<file path="src/rtl/iic_reg_bank.sv">
// -----------------------------------------------------------------------------
// iic_reg_bank
//   Register bank that sits behind the byte-level interface of iic_slave and
//   drives CH PWM outputs.
//
//   Register map (NREG = CH+2):
//     0..CH-1 : duty[i]  R/W, low PWM_W bits stored, read back zero-extended
//     CH      : ctrl     R/W, bit0 = en, bit1 = inv, other bits read 0
//     CH+1    : id       RO, returns ID
//     >= NREG : reads 8'h00, writes ignored, pointer sticks
//
//   Ports:
//     CLK      : single clock, rising edge
//     RST      : asynchronous active-high reset
//     rx_valid : byte_tc from the slave, rising edge = rx_data holds a byte
//     rx_data  : received byte
//     rd_req   : read_req from the slave, rising edge = next byte wanted
//     stop     : STOP flag from the slave, rising edge = end of transaction
//     tx_data  : registered byte for the slave to transmit
//     pwm      : registered PWM outputs, one per channel
// -----------------------------------------------------------------------------

// Protocol invariants of the bank, kept beside the design they describe.
module iic_reg_bank_chk #(
    parameter int PWM_W = 8
) (
    input logic             CLK,
    input logic             RST,
    input logic             rx_ev_s,
    input logic             rd_ev_s,
    input logic             stop_ev_s,
    input logic [7:0]       tx_data_r,
    input logic [PWM_W-1:0] cnt_r
);
    localparam logic [PWM_W-1:0] CNT_MAX = {{(PWM_W-1){1'b1}}, 1'b0};

    // Priority resolution must never let two events act in one cycle.
    a_one_event: assert property (@(posedge CLK) disable iff (RST)
        $onehot0({rx_ev_s, rd_ev_s, stop_ev_s}));

    // The PWM counter never reaches the all-ones value.
    a_cnt_range: assert property (@(posedge CLK) disable iff (RST)
        cnt_r <= CNT_MAX);

    // The transmit byte only changes in response to a read event.
    a_tx_hold: assert property (@(posedge CLK) disable iff (RST)
        !$past(rd_ev_s) |-> $stable(tx_data_r));
endmodule

module iic_reg_bank #(
    parameter int         CH    = 4,
    parameter int         PWM_W = 8,
    parameter logic [7:0] ID    = 8'hA5
) (
    input  logic          CLK,
    input  logic          RST,
    input  logic          rx_valid,
    input  logic [7:0]    rx_data,
    input  logic          rd_req,
    input  logic          stop,
    output logic [7:0]    tx_data,
    output logic [CH-1:0] pwm
);
    localparam logic [7:0]       CTRL_ADDR = 8'(CH);
    localparam logic [7:0]       ID_ADDR   = 8'(CH + 1);
    localparam logic [7:0]       NREG      = 8'(CH + 2);
    // Counter runs 0 .. 2^PWM_W-2, so a full-scale duty is constantly high.
    localparam logic [PWM_W-1:0] CNT_MAX   = {{(PWM_W-1){1'b1}}, 1'b0};

    // Input history for edge detection
    logic             rx_valid_r;
    logic             rd_req_r;
    logic             stop_r;

    // Decoded single-cycle events
    logic             rx_ev_s;
    logic             rd_ev_s;
    logic             stop_ev_s;

    // Transaction state
    logic             addressed_r;
    logic [7:0]       ptr_r;

    // Register file
    logic [PWM_W-1:0] duty_r [CH];
    logic [1:0]       ctrl_r;
    logic [7:0]       tx_data_r;

    // Write/read decode
    logic             wr_en_s;
    logic [CH-1:0]    duty_we_s;
    logic             ctrl_we_s;
    logic [7:0]       duty_rd_s;
    logic [7:0]       rd_val_s;

    // PWM core
    logic [PWM_W-1:0] cnt_r;
    logic             wrap_s;
    logic [PWM_W-1:0] act_r [CH];
    logic [CH-1:0]    pwm_nxt_s;
    logic [CH-1:0]    pwm_r;

    // Pointer advance: wrap after the last register, stick once out of map.
    function automatic logic [7:0] ptr_advance(input logic [7:0] p);
        logic [7:0] n;
        if (p == ID_ADDR) begin
            n = 8'h00;
        end else if (p >= NREG) begin
            n = p;
        end else begin
            n = p + 8'd1;
        end
        return n;
    endfunction

    // Input history; left out of reset on purpose so that it keeps tracking
    // the inputs while RST is high and a level already high at release is
    // not mistaken for a fresh edge.
    always_ff @(posedge CLK) begin
        rx_valid_r <= rx_valid;
        rd_req_r   <= rd_req;
        stop_r     <= stop;
    end

    // Rising-edge events with fixed priority rx > rd > stop.
    always_comb begin
        rx_ev_s   = rx_valid & ~rx_valid_r;
        rd_ev_s   = rd_req & ~rd_req_r & ~rx_ev_s;
        stop_ev_s = stop & ~stop_r & ~rx_ev_s & ~rd_ev_s;
    end

    // Write strobes: a data byte only writes once the address byte is in.
    always_comb begin
        duty_we_s = '0;
        wr_en_s   = rx_ev_s & addressed_r;
        ctrl_we_s = wr_en_s & (ptr_r == CTRL_ADDR);
        for (int i = 0; i < CH; i++) begin
            duty_we_s[i] = wr_en_s & (ptr_r == 8'(i));
        end
    end

    // Duty read-back, zero-extended to a byte.
    always_comb begin
        duty_rd_s = 8'h00;
        for (int i = 0; i < CH; i++) begin
            duty_rd_s = duty_rd_s | ((ptr_r == 8'(i)) ? 8'(duty_r[i]) : 8'h00);
        end
    end

    // Read multiplexer over the whole map; out-of-map reads return zero.
    always_comb begin
        rd_val_s = 8'h00;
        if (ptr_r < CTRL_ADDR) begin
            rd_val_s = duty_rd_s;
        end else if (ptr_r == CTRL_ADDR) begin
            rd_val_s = {6'b000000, ctrl_r};
        end else if (ptr_r == ID_ADDR) begin
            rd_val_s = ID;
        end else begin
            rd_val_s = 8'h00;
        end
    end

    // Address/pointer tracking across a transaction; ptr survives a STOP.
    always_ff @(posedge CLK or posedge RST) begin
        if (RST) begin
            ptr_r       <= 8'h00;
            addressed_r <= 1'b0;
        end else if (rx_ev_s) begin
            if (!addressed_r) begin
                ptr_r       <= rx_data;
                addressed_r <= 1'b1;
            end else begin
                ptr_r <= ptr_advance(ptr_r);
            end
        end else if (rd_ev_s) begin
            ptr_r <= ptr_advance(ptr_r);
        end else if (stop_ev_s) begin
            addressed_r <= 1'b0;
        end
    end

    // Duty and control registers; id and out-of-map writes fall through.
    always_ff @(posedge CLK or posedge RST) begin
        if (RST) begin
            for (int i = 0; i < CH; i++) begin
                duty_r[i] <= '0;
            end
            ctrl_r <= 2'b00;
        end else begin
            for (int i = 0; i < CH; i++) begin
                if (duty_we_s[i]) begin
                    duty_r[i] <= rx_data[PWM_W-1:0];
                end
            end
            if (ctrl_we_s) begin
                ctrl_r <= rx_data[1:0];
            end
        end
    end

    // Transmit byte, held until the next read event.
    always_ff @(posedge CLK or posedge RST) begin
        if (RST) begin
            tx_data_r <= 8'h00;
        end else if (rd_ev_s) begin
            tx_data_r <= rd_val_s;
        end
    end

    assign wrap_s = (cnt_r == CNT_MAX);

    // Free-running PWM period counter.
    always_ff @(posedge CLK or posedge RST) begin
        if (RST) begin
            cnt_r <= '0;
        end else if (wrap_s) begin
            cnt_r <= '0;
        end else begin
            cnt_r <= cnt_r + 1'b1;
        end
    end

    // Shadow duty: only taken over as the counter returns to zero, so a
    // period in progress is never cut short or stretched.
    always_ff @(posedge CLK or posedge RST) begin
        if (RST) begin
            for (int i = 0; i < CH; i++) begin
                act_r[i] <= '0;
            end
        end else if (wrap_s) begin
            for (int i = 0; i < CH; i++) begin
                act_r[i] <= duty_r[i];
            end
        end
    end

    // Compare stage; en/inv act directly without shadowing.
    always_comb begin
        pwm_nxt_s = '0;
        for (int i = 0; i < CH; i++) begin
            pwm_nxt_s[i] = ctrl_r[0] ? ((cnt_r < act_r[i]) ^ ctrl_r[1]) : ctrl_r[1];
        end
    end

    // Registered PWM outputs.
    always_ff @(posedge CLK or posedge RST) begin
        if (RST) begin
            pwm_r <= '0;
        end else begin
            pwm_r <= pwm_nxt_s;
        end
    end

    assign tx_data = tx_data_r;
    assign pwm     = pwm_r;

    iic_reg_bank_chk #(
        .PWM_W(PWM_W)
    ) u_chk (
        .CLK       (CLK),
        .RST       (RST),
        .rx_ev_s   (rx_ev_s),
        .rd_ev_s   (rd_ev_s),
        .stop_ev_s (stop_ev_s),
        .tx_data_r (tx_data_r),
        .cnt_r     (cnt_r)
    );
endmodule

</file>
<file path="config.mk">
export PLATFORM = sky130hd
export DESIGN_NAME = iic_reg_bank
export DESIGN_NICKNAME = d
export VERILOG_FILES = /design/src/rtl/iic_reg_bank.sv
export SDC_FILE = /design/constraint.sdc
export NUM_CORES = 1
export LEC_CHECK = 0
export CAP_MARGIN = 20
export CORE_UTILIZATION = 50
export DETAILED_ROUTE_END_ITERATION = 16
export PLACE_DENSITY_LB_ADDON = 0.1
export SETUP_SLACK_MARGIN = 0.1
export SYNTH_ARGS = -nofsm -noshare
export SYNTH_HDL_FRONTEND = slang
export SYNTH_HIERARCHICAL = 1
export SYNTH_SLANG_ARGS = --single-unit
</file>
<file path="constraint.sdc">
create_clock -name CLK -period 5.1 [get_ports CLK]
set_input_delay 0.51 -clock CLK [delete_from_list [all_inputs] [get_ports CLK]]
set_output_delay 0.51 -clock CLK [all_outputs]
set_load 0.01 [all_outputs]
</file>
; ---- Word-level counts from Yosys, hierarchy flattened
; Cells that the tools add are included.
[totals]
latchBits = 0
in_bits = 13
romBits = 0
mem_count = 0
word_cells = 80
register_bits = 98
ramBits = 0
out_inout_bits = 12
[classes]
n_addsub = 2
n_mul = 0
eq_ne = 7
reduce_logical = 4
div_mod_pow = 0
n_lt_le_gt_ge = 6
muxes = 20
shifts = 0
n_bitwise = 24
[op_table]
columns = op, count
row1 = two-way mux 8 bit, 13
row2 = < comparator 8 bit, 4
row3 = OR 8 bit, 3
row4 = adder 8 x 1 -> 8 bit (second input constant), 2
row5 = == test 8 x 2 -> 1 bit (second input constant), 2
row6 = == test 8 x 3 -> 1 bit (second input constant), 2
row7 = bitwise AND 1 bit, 12
row8 = == test 8 x 1 -> 1 bit (second input constant), 1
row9 = == test 8 bit (second input constant), 1
row10 = greater-or-equal comparator 8 x 3 -> 1 bit (second input constant), 1
row11 = zero test 8 bit, 1
row12 = < comparator 8 x 3 -> 1 bit (second input constant), 1
row13 = two-way mux 1 bit, 7
row14 = NOT 1 bit, 5
row15 = nonzero test 2 bit, 2
row16 = bitwise XOR 1 bit, 4
row17 = inequality test 2 bit (second input constant), 1
row18 = AND reduction 2 bit, 1

; ---- Logic depth before layout (Yosys ltp)
; Gate-level depths: netlist of run 1.
[logic_depth]
ltp_word = 9
mapped_depth = 8

; ---- Worst setup path before layout of run 1
; No wires, ideal clock.
[synth_path]
path_type = register to register
start = register ptr_r[4]
end = register duty_r[7] in the netlist's numbering
period_less_slack_ps = 1776
stages_incl_launch_ff = 5
slack_ps = 3324
t_arrival_ps = 1649
setup_time_ps = 128
path_cell_list = dfrtp_1 -> nor4_4 -> nor3b_4 -> nand3_4 -> mux2_1
[synth_via]
elab_chain_cells = 2
[synth_rtl]
columns = item, line
row1 = from (decl), 82  ; logic [7:0] ptr_r;
row2 = from (signal assigned), 171  ; ptr_r <= rx_data;
row3 = from (signal assigned), 174  ; ptr_r <= ptr_advance(ptr_r);
row4 = from (signal assigned), 177  ; ptr_r <= ptr_advance(ptr_r);
row5 = == test 8 x 2 -> 1 bit, 138  ; duty_we_s[i] = wr_en_s & (ptr_r == 8'(i));
row6 = bitwise AND 1 bit, 138
row7 = "to (signal, indexed assignment)", 193  ; duty_r[i] <= rx_data[PWM_W-1:0];
row8 = to (decl), 85  ; logic [PWM_W-1:0] duty_r [CH];
; No other way between the ends.
; A chain may end at the register's enable or synchronous reset.

; ---- Final worst setup path of run 1
[layout_path]
start = register cnt_r[0]
end = register act_r[0] in the netlist's numbering
[layout_via]
elab_chain_cells = 1
[layout_rtl]
columns = item, line
row1 = from (decl), 97  ; logic [PWM_W-1:0] cnt_r;
row2 = from (signal assigned), 220  ; cnt_r <= cnt_r + 1'b1;
row3 = == test 8 bit, 211  ; assign wrap_s = (cnt_r == CNT_MAX);
row4 = "to (signal, indexed assignment)", 233  ; act_r[i] <= duty_r[i];
row5 = to (decl), 99  ; logic [PWM_W-1:0] act_r [CH];
; No other way between the ends.

==> impl_metrics.env, run 1 <==
export IMPL_max_cap_violations=0
export IMPL_rsz0062_at_grt="no"
export IMPL_drt_pass1_iterations=5
export IMPL_final_common_cell="dfrtp_1"
export IMPL_syn_num_nets=492
export IMPL_synth_top_cell_area_share_pct=48.7
export IMPL_grt_pass1_wl_um=17200
export IMPL_status="finished clean"
export IMPL_final_cell_mix="95 x dfrtp_1, 49 x nand2_1, 39 x mux2_2"
export IMPL_leakagePower_nw=2.44
export IMPL_fin_crit_ns=2.26
export IMPL_drtAntennaViolNets=0
export IMPL_nFillCells=817
export IMPL_io_buffer_count=24
export IMPL_antenna_found_initial=0
export IMPL_synth_edf_count=0
export IMPL_setup_viol=0
export IMPL_fin_crit_sh_pct=44.3
export IMPL_globalplace_congestion=0.768
export IMPL_cts_made_buffers=9
export IMPL_grt_overflow=0
export IMPL_ys_warn_count=6
export IMPL_crit_type="reg2reg"
export IMPL_crit_path_start_kind="flip-flop"
export IMPL_dieWidth_um=101
export IMPL_p_per_area_nw_per_um2=371
export IMPL_tns_ns=0
export IMPL_postSynthCellCount=445
export IMPL_slew_headroom_pct=55.6
export IMPL_peakVddDrop_uv=358
export IMPL_synthesis_area_um2=4880
export IMPL_final_cell_area_um2=5480
export IMPL_ctsHoldBuffers=0
export IMPL_hpwl_um=7700
export IMPL_worst_pin_slew_ns=0.665
export IMPL_drv_slew=0
export IMPL_ff_latch_area_um2=2440
export IMPL_post_cts_setup_buffers=0
export IMPL_cts_buffer_depth=2
export IMPL_grt_pass1_vias=3220
export IMPL_cts_root_buf="clkbuf_8"
export IMPL_die_area_um2=10200
export IMPL_path_max_fanout=39
export IMPL_synthFlopType="dfrtp_1"
export IMPL_dpl_cell_area_um2=5240
export IMPL_fin_nets=513
export IMPL_drive_gt1_share_pct=14.2
export IMPL_wl_per_cell_um=17.7
export IMPL_areaGrowthSynthToFinish_pct=12.3
export IMPL_clock_sinks=98
export IMPL_syn_area_per_cell_um2=11.0
export IMPL_vias=3402
export IMPL_multi_input_area_um2=2260
export IMPL_hold_path_class="reg2reg"
export IMPL_fin_worst_skew_ns=0.0178
export IMPL_antennaDiodeCount=0
export IMPL_cts_tree="done"
export IMPL_htree_levels=3
export IMPL_synth_seq_area_share_pct=49.9
export IMPL_ys_ff_latch=98
export IMPL_core_area_um2=9370
export IMPL_async_flop_share_pct=96.9
export IMPL_io_pins=25
export IMPL_critPathArrivalTime_ns=2.51
export IMPL_drc=0
export IMPL_grt_max_degree=51
export IMPL_vias_per_cell=5.67
export IMPL_synth_cell_types=46
export IMPL_core_rowCount=35
export IMPL_die_y_um=101
export IMPL_fmax_mhz=442
export IMPL_end_kind="flip-flop"
export IMPL_track_usage_pct=22.7
export IMPL_initial_core_util_pct=52.1
export IMPL_hold_viol_final=0
export IMPL_clk_latency_ns=0.37
export IMPL_required_ns=5.35
export IMPL_clk_pin_slew_ns=0.11
export IMPL_totalWireLength_um=10600
export IMPL_cts_resized=0
export IMPL_drtIter0Drc=147
export IMPL_synth_top_area_cell="dfrtp_1"
export IMPL_ys_top_cells_by_area="dfrtp_1 49%, mux2_2 9.0%, ha_1 8.7%, o21ai_0 3.8%, nand2_1 3.8%"
## layer usage
metal  share of wire [%]  global-route usage, %  up-vias
met1                  49                   33.9     1702
li1                    -                      -     1637
met3                 3.7                   4.02        6
met2                  46                   34.6       57
met5                   0                      0        -
met4                0.80                   5.35        0
## registers in the layout, indices dropped and copies added (netlist names)
name	count
act_r	32
duty_r	32
cnt_r	8
ptr_r	8
tx_data	8
pwm	4
ctrl_r	2
addressed_r	1
rd_req_r	1
rx_valid_r	1
stop_r	1
## worst max-delay path, stage by stage (launching register included)
cell     delay, ns
dfrtp_1       0.48
inv_1         0.09
ha_1          0.15
nand3_1       0.12
nor2_4        0.48
buf_4         0.44
mux2_2        0.38
## final timing paths
| path | from | to | slack [ns] | cells after the start |
|---|---|---|---|---|
| min in group asynchronous | RST | pwm[0] | 0.57 | 2 |
| worst min register to register | tx_data[6] | tx_data[6] | 0.50 | 2 |
| max in group asynchronous | RST | duty_r[21] | 3.51 | 3 |
| worst min-delay path | tx_data[6] | tx_data[6] | 0.50 | 2 |
| worst max-delay path | cnt_r[0] | act_r[0] | 2.84 | 6 |
| worst max register to register | cnt_r[0] | act_r[0] | 2.84 | 6 |
## cells in the mapped netlist, types with 3 or more instances
master    number
nand3_4        4
o21ai_0       37
a211oi_1       4
o311a_1        3
nor3b_1        5
nor4_1         3
a21o_1         3
mux2i_1        5
nand4_1        6
a21oi_1        5
inv_1         34
a211o_1        4
xor2_1         3
a22o_1         8
a221oi_1       6
o211ai_1      10
nor2_1        17
dfrtp_1       95
mux2_2        39
nand2_1       49
dfxtp_1        3
nand3_1       11
clkbuf_1      13
or3_1          5
ha_1          34
nand2b_1       6
a31oi_1        3
nor2b_1        6
## power by group
part / switching (mW) / internal, mW
Sequential: 0.124 / 0.894
Combinational: 0.226 / 0.211
Clock: 0.284 / 0.297
## area by class of cell
class                   instances  area share [%]
clock buffers                  10            2.51
inverters                      34            2.37
repair buffers                 27            4.75
flip-flops and latches         98            44.5
well taps                     129            2.94
multi-input cells             296            41.2
clock inverters                 6            1.76
## metrics by stage
| step | hold WS, ns | worst slack [ns] | instances | utilization, % | power [mW] |
|---|---|---|---|---|---|
| CTS | 0.503 | 2.82 | 599 | 58.5 | 2.05 |
| global placement | 0.465 | 2.55 | 583 | 56.0 | 1.45 |
| finish | 0.497 | 2.84 | 600 | 58.5 | 2.03 |
| detailed placement | 0.475 | 2.43 | 583 | 56.0 | 1.47 |
| floorplan | 0.462 | 2.11 | 445 | - | 1.30 |
| global route | 0.526 | 2.59 | 600 | 58.5 | 2.14 |
## cell families (layout without fill, tap and decap cells)
family / count (synthesis) / after routing / synth area share (%)
AO/OA/AOI/OAI: 94 / 94 / 13.1
buffers and inverters: 51 / 77 / 3.97
multiplexers: 45 / 45 / 10.2
adder cells (fa/ha/maj): 34 / 34 / 8.71
AND/OR/NAND/NOR: 119 / 119 / 13.3
XOR/XNOR: 4 / 4 / 0.718
flip-flops: 98 / 98 / 49.9
Note: power is estimated with default switching activity, not from simulation.
==> run 2, diff against run 1 <==
==> constraint.sdc (replaced) <==
create_clock -name CLK -period 2.3 [get_ports CLK]
set_input_delay 0.23 -clock CLK [delete_from_list [all_inputs] [get_ports CLK]]
set_output_delay 0.23 -clock CLK [all_outputs]
set_load 0.01 [all_outputs]
==> run 2 against run 1 <==
Compared with the run above:
- critical path type unchanged
- maximum frequency rose by 12%
- critical path depth fell by 2
- combinational power rose by 120%
- via count fell by 0.50%
- critical endpoint is now duty_r[28]
- power rose by 110%
- final area rose by 0.82%
- count of clock-buffer cells in the layout fell by 1
- highest routed layer unchanged
- largest cell class unchanged
- sequential power rose by 120%
- flip-flop and latch count did not move
==> impl_metrics.env, run 2 (synthesis results as in run 1) <==
export IMPL_nFillCells=827
export IMPL_io_buffer_count=24
export IMPL_grt_overflow=0
export IMPL_drtIter0Drc=122
export IMPL_wl_per_cell_um=17.7
export IMPL_globalplace_congestion=0.807
export IMPL_core_rowCount=35
export IMPL_drive_gt1_share_pct=15.3
export IMPL_clock_sinks=98
export IMPL_cts_resized=0
export IMPL_initial_core_util_pct=52.1
export IMPL_grt_pass1_vias=3442
export IMPL_cpLargestDelayFamily="simple AND/OR/NAND/NOR gates"
export IMPL_core_area_um2=9370
export IMPL_fin_crit_sh_pct=87.6
export IMPL_areaGrowthSynthToFinish_pct=13.2
export IMPL_required_ns=2.56
export IMPL_tns_ns=0
export IMPL_antennaDiodeCount=0
export IMPL_htree_levels=3
export IMPL_drc=0
export IMPL_rsz0062_at_grt="no"
export IMPL_path_max_fanout=8
export IMPL_totalWireLength_um=10700
export IMPL_dp_cells=590
export IMPL_internal_power_mw=2.90
export IMPL_cts_tree="done"
export IMPL_hold_viol_final=0
export IMPL_worst_pin_slew_ns=0.675
export IMPL_die_area_um2=10200
export IMPL_track_usage_pct=23.0
export IMPL_p_switching_mw=1.46
export IMPL_end_kind="flip-flop"
export IMPL_hold_path_class="in2async"
export IMPL_final_common_cell="dfrtp_1"
export IMPL_max_cap_violations=0
export IMPL_cts_buffer_depth=2
export IMPL_swShare_pct=33.5
export IMPL_cts_made_buffers=9
export IMPL_p_per_area_nw_per_um2=788
export IMPL_cp_cell_sequence="nor4_4, nor3b_4, nand3_4, mux2_2"
export IMPL_peakVddDrop_uv=563
export IMPL_power_frac_seq_pct=51.9
export IMPL_crit_path_start_kind="flip-flop"
export IMPL_setup_viol=0
export IMPL_vias=3385
export IMPL_grt_max_degree=80
export IMPL_worst_slack_ns=0.285
export IMPL_leakagePower_nw=2.46
export IMPL_place_ws_ns=0.294
export IMPL_grt_pass1_wl_um=17700
export IMPL_hpwl_um=7950
export IMPL_cp_num_buf_inv=0
export IMPL_dieWidth_um=101
export IMPL_drv_slew=0
export IMPL_r2r_start="ptr_r[4]"
export IMPL_worst_path_max_delay_cell="nor3b_4"
export IMPL_r2r_slack_ns=0.29
export IMPL_crit_type="reg2reg"
export IMPL_die_y_um=101
export IMPL_p_clk_share_pct=25.9
export IMPL_status="finished clean"
export IMPL_stdcell_count=606
export IMPL_fin_nets=519
export IMPL_reg_largest_list="act_r (32), duty_r (32)"
export IMPL_io_pins=25
export IMPL_post_cts_setup_buffers=0
export IMPL_critPathArrivalTime_ns=2.27
export IMPL_clk_pin_slew_ns=0.11
export IMPL_cts_root_buf="clkbuf_8"
export IMPL_dpl_cell_area_um2=5320
export IMPL_fmax_mhz=496
export IMPL_final_cell_area_um2=5530
export IMPL_worst_path_largest_cell_delay_ns=0.50
export IMPL_drtAntennaViolNets=0
export IMPL_fin_crit_ns=2.01
export IMPL_r2r_end="duty_r[28]"
export IMPL_slew_headroom_pct=55.0
export IMPL_ctsHoldBuffers=0
export IMPL_vias_per_cell=5.59
export IMPL_clk_latency_ns=0.37
export IMPL_combPwrFrac_pct=22.2
export IMPL_r2r_cells=4
export IMPL_drt_pass1_iterations=4
export IMPL_fin_worst_skew_ns=0.0157
export IMPL_final_cell_mix="95 x dfrtp_1, 49 x nand2_1, 39 x mux2_2"
export IMPL_post_route_util_pct=59.0
export IMPL_antenna_found_initial=0
## run 2: cell types whose count changed in the layout (fill, tap and decap cells not counted), moves of 2 or more
cell,previous run,this run
buf_4,2,7
clkinv_8,0,2
buf_12,0,2
clkinv_4,0,2
bufinv_16,2,0
## run 2: worst reg2reg max path: cells and delay by family, from the launching register on
| family | cells | cell delay, ns |
|---|---|---|
| mux | 1 | 0.35 |
| flops | 1 | 0.43 |
| simple gates | 3 | 1.14 |
## run 2: metrics by stage
stage / hold slack (ns) / power [mW]
after floorplan: 0.258 / 2.88
after global placement: 0.465 / 3.24
after detailed placement: 0.477 / 3.27
after CTS: 0.194 / 4.39
after global routing: 0.225 / 4.58
final: 0.194 / 4.36
## run 2: worst max path at each step
| stage | start | end | depth (start not counted) |
|---|---|---|---|
| after CTS | ptr_r[4] | duty_r[24] | 4 |
| after detailed placement | ptr_r[4] | duty_r[7] | 4 |
| after floorplan | ptr_r[4] | duty_r[7] | 4 |
| after global routing | ptr_r[4] | duty_r[7] | 4 |
| after global placement | ptr_r[4] | duty_r[7] | 4 |
| final | ptr_r[4] | duty_r[28] | 4 |
## run 2: area by class of cell
type	instances	area (µm²)	area share [%]
Multi-Input combinational cell	296	2260	40.9
Inverter	34	131	2.38
Sequential cell	98	2440	44.1
Clock buffer	9	124	2.24
Clock inverter	7	81.3	1.47
Timing Repair Buffer	33	333	6.02
Tap cell	129	161	2.92
## run 2: power by group through the flow
stage | registers [mW] | clock network, mW | logic, mW
floorplan | 2.19 | 0 | 0.689
global placement | 2.29 | 0 | 0.951
detailed placement | 2.30 | 0 | 0.968
CTS | 2.26 | 1.15 | 0.975
global route | 2.30 | 1.22 | 1.06
finish | 2.26 | 1.13 | 0.965
## run 2: metal layers
metal / vias up / global-route usage (%) / part of all wire [%]
met1: 1697 / 33.2 / 50
met5: - / 0 / 0
met4: 0 / 6.47 / 0.81
li1: 1644 / - / -
met2: 37 / 37.0 / 47
met3: 7 / 2.57 / 2.1
